**src/rtl/player_collision.sv**
```systemverilog
// player_collision: predicts the next player position and probes a tile ROM for per-side collisions
module player_collision #(
    parameter int GRID_X0    = 144,
    parameter int GRID_Y0    = 35,
    parameter int TILE_SHIFT = 5,
    parameter int COLS       = 20,
    parameter int ROWS       = 15,
    parameter int ADDR_W     = 9
) (
    input  logic              clk,
    input  logic              rst_n,
    input  logic              tick,
    input  logic [31:0]       playerState,
    output logic [ADDR_W-1:0] tile_addr,
    input  logic              tile_solid,
    output logic [3:0]        playerCol,
    output logic              col_valid,
    output logic              busy
);
    localparam logic [9:0]        X_LO   = 10'(GRID_X0);
    localparam logic [9:0]        X_HI   = 10'(GRID_X0 + (COLS << TILE_SHIFT) - 1);
    localparam logic [9:0]        Y_LO   = 10'(GRID_Y0);
    localparam logic [9:0]        Y_HI   = 10'(GRID_Y0 + (ROWS << TILE_SHIFT) - 1);
    localparam logic [ADDR_W-1:0] COLS_A = ADDR_W'(COLS);

    typedef enum logic [2:0] {IDLE, REQ_H, WAIT_H, REQ_V, WAIT_V, DONE} state_t;

    state_t            state_q, state_d;
    logic [ADDR_W-1:0] tile_addr_q, tile_addr_d, v_addr_q, v_addr_d;
    logic              h_out_q, h_out_d, v_out_q, v_out_d;
    logic              x_dir_q, x_dir_d, y_dir_q, y_dir_d;
    logic              hsolid_q, hsolid_d;
    logic [3:0]        player_col_q, player_col_d;
    logic              col_valid_q, col_valid_d;
    logic [9:0]        x, y, nx, ny;
    logic [9:0]        xs, ys;
    logic [ADDR_W:0]   h_probe, v_probe;
    logic              v_solid;

    // Returns {out_of_field, address}; out-of-field points map to address 0
    function automatic logic [ADDR_W:0] probe(input logic [9:0] px, input logic [9:0] py);
        logic [9:0] dx, dy;
        logic       in_f;
        dx   = px - X_LO;
        dy   = py - Y_LO;
        in_f = px >= X_LO && px <= X_HI && py >= Y_LO && py <= Y_HI;
        return in_f ? {1'b0, ADDR_W'(dy >> TILE_SHIFT) * COLS_A + ADDR_W'(dx >> TILE_SHIFT)}
                    : {1'b1, {ADDR_W{1'b0}}};
    endfunction

    // Position prediction and probe mapping from the live playerState
    always_comb begin
        x       = playerState[31:22];
        y       = playerState[21:12];
        xs      = {5'd0, playerState[11:7]};
        ys      = {5'd0, playerState[6:2]};
        nx      = playerState[1] ? x + xs : x - xs;
        ny      = playerState[0] ? y - ys : (ys == 10'd0 ? y + 10'd1 : y + ys);
        h_probe = probe(nx, y);
        v_probe = probe(x, ny);
    end

    // FSM next-state and registered-output computation, one state per cycle
    always_comb begin
        state_d      = state_q;
        tile_addr_d  = tile_addr_q;
        v_addr_d     = v_addr_q;
        h_out_d      = h_out_q;
        v_out_d      = v_out_q;
        x_dir_d      = x_dir_q;
        y_dir_d      = y_dir_q;
        hsolid_d     = hsolid_q;
        player_col_d = player_col_q;
        col_valid_d  = 1'b0;
        v_solid      = tile_solid | v_out_q;
        case (state_q)
            IDLE: if (tick) begin
                state_d     = REQ_H;
                tile_addr_d = h_probe[ADDR_W-1:0];
                h_out_d     = h_probe[ADDR_W];
                v_addr_d    = v_probe[ADDR_W-1:0];
                v_out_d     = v_probe[ADDR_W];
                x_dir_d     = playerState[1];
                y_dir_d     = playerState[0];
            end
            REQ_H:  state_d = WAIT_H;
            WAIT_H: begin
                hsolid_d    = tile_solid | h_out_q;
                tile_addr_d = v_addr_q;
                state_d     = REQ_V;
            end
            REQ_V:  state_d = WAIT_V;
            WAIT_V: begin
                player_col_d = {v_solid & y_dir_q, hsolid_q & x_dir_q, v_solid & ~y_dir_q, hsolid_q & ~x_dir_q};
                col_valid_d  = 1'b1;
                state_d      = DONE;
            end
            default: state_d = IDLE;
        endcase
    end

    // State and output registers; reset aborts any probe in flight
    always_ff @(posedge clk or negedge rst_n) begin
        if (!rst_n) begin
            state_q      <= IDLE;
            tile_addr_q  <= '0;
            v_addr_q     <= '0;
            h_out_q      <= 1'b0;
            v_out_q      <= 1'b0;
            x_dir_q      <= 1'b0;
            y_dir_q      <= 1'b0;
            hsolid_q     <= 1'b0;
            player_col_q <= 4'd0;
            col_valid_q  <= 1'b0;
        end else begin
            state_q      <= state_d;
            tile_addr_q  <= tile_addr_d;
            v_addr_q     <= v_addr_d;
            h_out_q      <= h_out_d;
            v_out_q      <= v_out_d;
            x_dir_q      <= x_dir_d;
            y_dir_q      <= y_dir_d;
            hsolid_q     <= hsolid_d;
            player_col_q <= player_col_d;
            col_valid_q  <= col_valid_d;
        end
    end

    assign tile_addr = tile_addr_q;
    assign playerCol = player_col_q;
    assign col_valid = col_valid_q;
    assign busy      = state_q != IDLE;
endmodule

```
**config.mk**
```make
export PLATFORM = sky130hd
export DESIGN_NAME = player_collision
export DESIGN_NICKNAME = d
export VERILOG_FILES = /design/src/rtl/player_collision.sv
export SDC_FILE = /design/constraint.sdc
export NUM_CORES = 1
export LEC_CHECK = 0
export BUFFER_PORTS_ARGS = -buffer_cell sky130_fd_sc_hd__buf_4
export CORE_MARGIN = 10
export CORE_UTILIZATION = 42
export CTS_CLUSTER_DIAMETER = 50
export DETAILED_ROUTE_END_ITERATION = 10
export PLACE_DENSITY = 0.73
export SLEW_MARGIN = 20
export SYNTH_ARGS = -nofsm -noshare
export SYNTH_HDL_FRONTEND = slang
export SYNTH_SLANG_ARGS = --single-unit
```
**constraint.sdc**
```tcl
create_clock -name clk -period 2.5 [get_ports clk]
set_input_delay 0.5 -clock clk [delete_from_list [all_inputs] [get_ports clk]]
set_output_delay 0.5 -clock clk [all_outputs]
set_load 0.005 [all_outputs]
```
==> results.yml <==
outcome:
  status: "complete, but fails checks"
  violations: "negative setup slack"
synth:
  synthesis.nets: 497
  synth-main-ff-cell: "dfrtp_1"
  muxShareOfSynthArea_pct: 2.161
  ys_warn_count: 0
  ys_types: 56
  synth-xor-area-share_pct: 11.60
  synth_simple_gate_area_share_pct: 18.33
  synth_compound_area_share_pct: 21.43
  postSynth.asyncResetShare_pct: 100.0
  yosys-top-cells-area: "dfrtp_1, ha_1, xor2_1"
  seq_area_frac_synth_pct: 22.33
  yosysTopAreaCell: "dfrtp_1"
  synth_top_family_by_area: "compound AO/OA/AOI/OAI gates"
  synth_top_cell_area_share_pct: 22.33
  synth_area_um2: 3475
  syn_avg_cell_area_um2: 8.475
  ys_seq_elements: 31
  yosys.area_share.adder_pct: 19.66
  synth_edf_count: 0
  netlist_instances: 410
global_route:
  grtUsageMet3_pct: 2.327
  grt_start_max_net_pins: 32
  grt_pass1_vias: 3880
  grt_busiest_layer: "met2"
  globalRouteMet1Util_pct: 17.67
  antenna_found_initial: 0
  grt_pass1_wl_um: 17390
  overflow: 0
  grt_use_total_pct: 16.27
  grt_use_met2_pct: 31.41
timing:
  worst_slew_pin_slew_ns: 0.7860
  hold_viol_final: 0
  max_slew_margin_pct: 46.91
  finalMaxSlewViolations: 0
  timing.final.ws_setup_ns: -3.145
  grt_setup_unrepaired: "true"
  fmax_ghz: 0.1772
  finalCriticalPeriod_ns: 5.645
  finClkSkew_ns: 0.002599
  finalSetupViolCount: 20
  tns_ns: -29.91
  fin_crit_sh_pct: 225.8
critical_path:
  cp.required_ns: 2.66
  max_stage_delay_ns: 0.46
  critPathMaxFanout: 3
  reg2reg_depth: 6
  crit_cells: 26
  endpoint_kind: "flip-flop"
  worst-setup-path-type: "input pin to flip-flop"
  crit_family: "simple AND/OR/NAND/NOR gates"
  path_buf_inv: 2
  startpoint_type: "input pin"
  cpMaxStageDelayCell: "fa_1"
  crit_arrival_ns: 5.81
  cp_common_cell: "ha_1"
route:
  drtIter0Drc: 146
  antenna_left: 0
  wl_per_cell_um: 15.45
  vias: 3675
  viasPerCell: 5.273
  drtPass1Iterations: 4
  wl_um: 10770
  route.detailed.drc: 0
finish:
  area_delta_synth_final_pct: 60.53
  nets: 678
  antennaDiodeCount: 0
  final_util_pct: 68.57
  final_area_um2: 5578
  instances_no_fill: 697
  drive_gt1_share_pct: 45.78
cts:
  clkTransAtPathRegs_ns: 0.06
  cts-root-buf: "clkbuf_8"
  ctsHoldBuffers: 0
  cts_inserted_buffers: 5
  clock_sinks: 31
  htreeDepth: 2
  cts_tree: "yes"
  insertion_delay_ns: 0.28
  cts_buffer_depth: 2
placement:
  io_buffers: 50
  preCtsSetupSlack_ns: -3.272
  placed_cell_area_um2: 5015
  gp_congestion: 0.8508
  dp_cells: 673
  dp_hpwl_um: 8108
floorplanning:
  die_area_um2: 12310
  die_h_um: 111.0
  initial_utilization_pct: 42.72
  coreArea_um2: 8134
  die_w_um: 111.0
  rows: 33
  io_pins: 51
min_path:
  hold_class: "input pin to asynchronous set/reset pin"
run:
  drv_cap: 0
pwr:
  cellPowerDensity_nw_per_um2: 837.7
  ir_drop_mv: 0.3711
  power_leakage_nw: 2.706
-- routing by layer --
layer	vias to the layer above	routed length (um)
met4	0	228
met2	63	5859
li1	1832	-
met5	-	0
met3	26	329
met1	1754	4353
-- through the flow --
stage / power, mW / hold slack (ns)
after floorplan: 2.493 / 0.2044
after global placement: 3.519 / 0.4415
after detailed placement: 3.637 / 0.4475
after CTS: 4.404 / 0.1457
after global routing: 5.032 / 0.1496
final: 4.673 / 0.1394
-- final cells by class --
type / count / area [um^2]
multi-input combinational: 341 / 3005
fill: 604 / 2556
timing repair buffer: 185 / 1465
sequential: 31 / 775.7
tap: 105 / 131.4
inverter: 27 / 118.9
clock buffer: 7 / 76.32
clock inverter: 1 / 5.005
-- worst register-to-register path, cell delays in order, from the launching register on --
cell and delay (ns):
dfrtp_1 0.46, nor3_1 0.31, and2_1 0.36, nand2_1 0.12, nand4b_1 0.27, o22a_4 0.33
o22ai_1 0.16
-- flip-flops by register name (all words and copies together), names as in the netlist, 3 cells and up --
name       count
playerCol      4
state_q        3
tile_addr      9
v_addr_q       9
-- logic make-up after synthesis --
logic type	after synthesis
mux	7
simple gates	124
fa+ha+maj	51
buf+inv	39
xor+xnor	46
compound gates	112
flops	31
-- Yosys cell counts, types with 3 or more instances --
cell and number:
clkbuf_1 11, a22o_1 7, dfrtp_1 31, or3_1 3, nor4_1 4, nand2_1 29, o311ai_0 3, o21ai_0 21
inv_1 27, nand2b_1 3, xor2_1 24, xnor2_1 22, mux2_2 4, nor3_1 11, nor2b_1 7, fa_1 6
and2_1 4, a21o_1 8, o31ai_1 4, a21oi_1 31, nand3_1 4, o21a_1 8, and3_1 10, a211oi_1 6
nor2_1 32, ha_1 45, nor3b_1 5, mux2i_1 3
-- placed cells by master, fill, tap and decap left out, types with 3 or more instances in the layout --
master / netlist / routed
a211oi_1: 6 / 3
a211oi_2: 0 / 3
a21o_1: 8 / 8
a21oi_1: 31 / 20
a21oi_2: 1 / 6
a21oi_4: 0 / 6
a22o_1: 7 / 7
and2_1: 4 / 4
and3_1: 10 / 9
buf_4: 0 / 168
buf_6: 0 / 15
clkbuf_8: 1 / 5
dfrtp_1: 31 / 31
fa_1: 6 / 3
fa_2: 0 / 3
ha_1: 45 / 34
ha_2: 0 / 5
ha_4: 0 / 6
inv_1: 27 / 22
inv_2: 0 / 3
mux2_2: 4 / 3
mux2i_1: 3 / 3
nand2_1: 29 / 26
nand2_2: 0 / 3
nand2b_1: 3 / 3
nand3_1: 4 / 4
nor2_1: 32 / 30
nor2b_1: 7 / 5
nor3_1: 11 / 8
nor3b_4: 0 / 3
o21a_1: 8 / 7
o21ai_0: 21 / 11
o21ai_1: 0 / 8
o311ai_0: 3 / 3
o31ai_1: 4 / 4
or3_1: 3 / 3
xnor2_1: 22 / 16
xnor2_2: 0 / 6
xor2_1: 24 / 20
-- report_power, final --
group	leakage, nW	internal, mW	total (mW)	switching, mW
clock	0.0422	0.195	0.368	0.173
combinational	2.26	1.85	3.47	1.61
sequential	0.400	0.693	0.836	0.144
total	2.71	2.74	4.67	1.93
-- timing repair --
action,CTS,global route
hold endpoints to repair,0,0
gates cloned,1,0
resized for setup,45,30
pin swaps,22,26
buffers inserted,10,10
setup endpoints to repair,20,20
-- worst paths after layout --
check	start	to	slack [ns]
max reg2reg	state_q[2]$_DFFE_PN0P_	tile_addr[7]$_DFFE_PN0P_	0.42
min in group clk	playerCol[1]$_DFFE_PN0P_	playerCol[1]$_DFFE_PN0P_	0.48
min reg2reg	playerCol[1]$_DFFE_PN0P_	playerCol[1]$_DFFE_PN0P_	0.48
min	rst_n	playerCol[0]$_DFFE_PN0P_	0.14
max	playerState[6]	v_addr_q[8]$_DFFE_PN0P_	-3.14
max in group asynchronous	rst_n	v_addr_q[2]$_DFFE_PN0P_	2.09
Power figures use the tool's default switching activity.
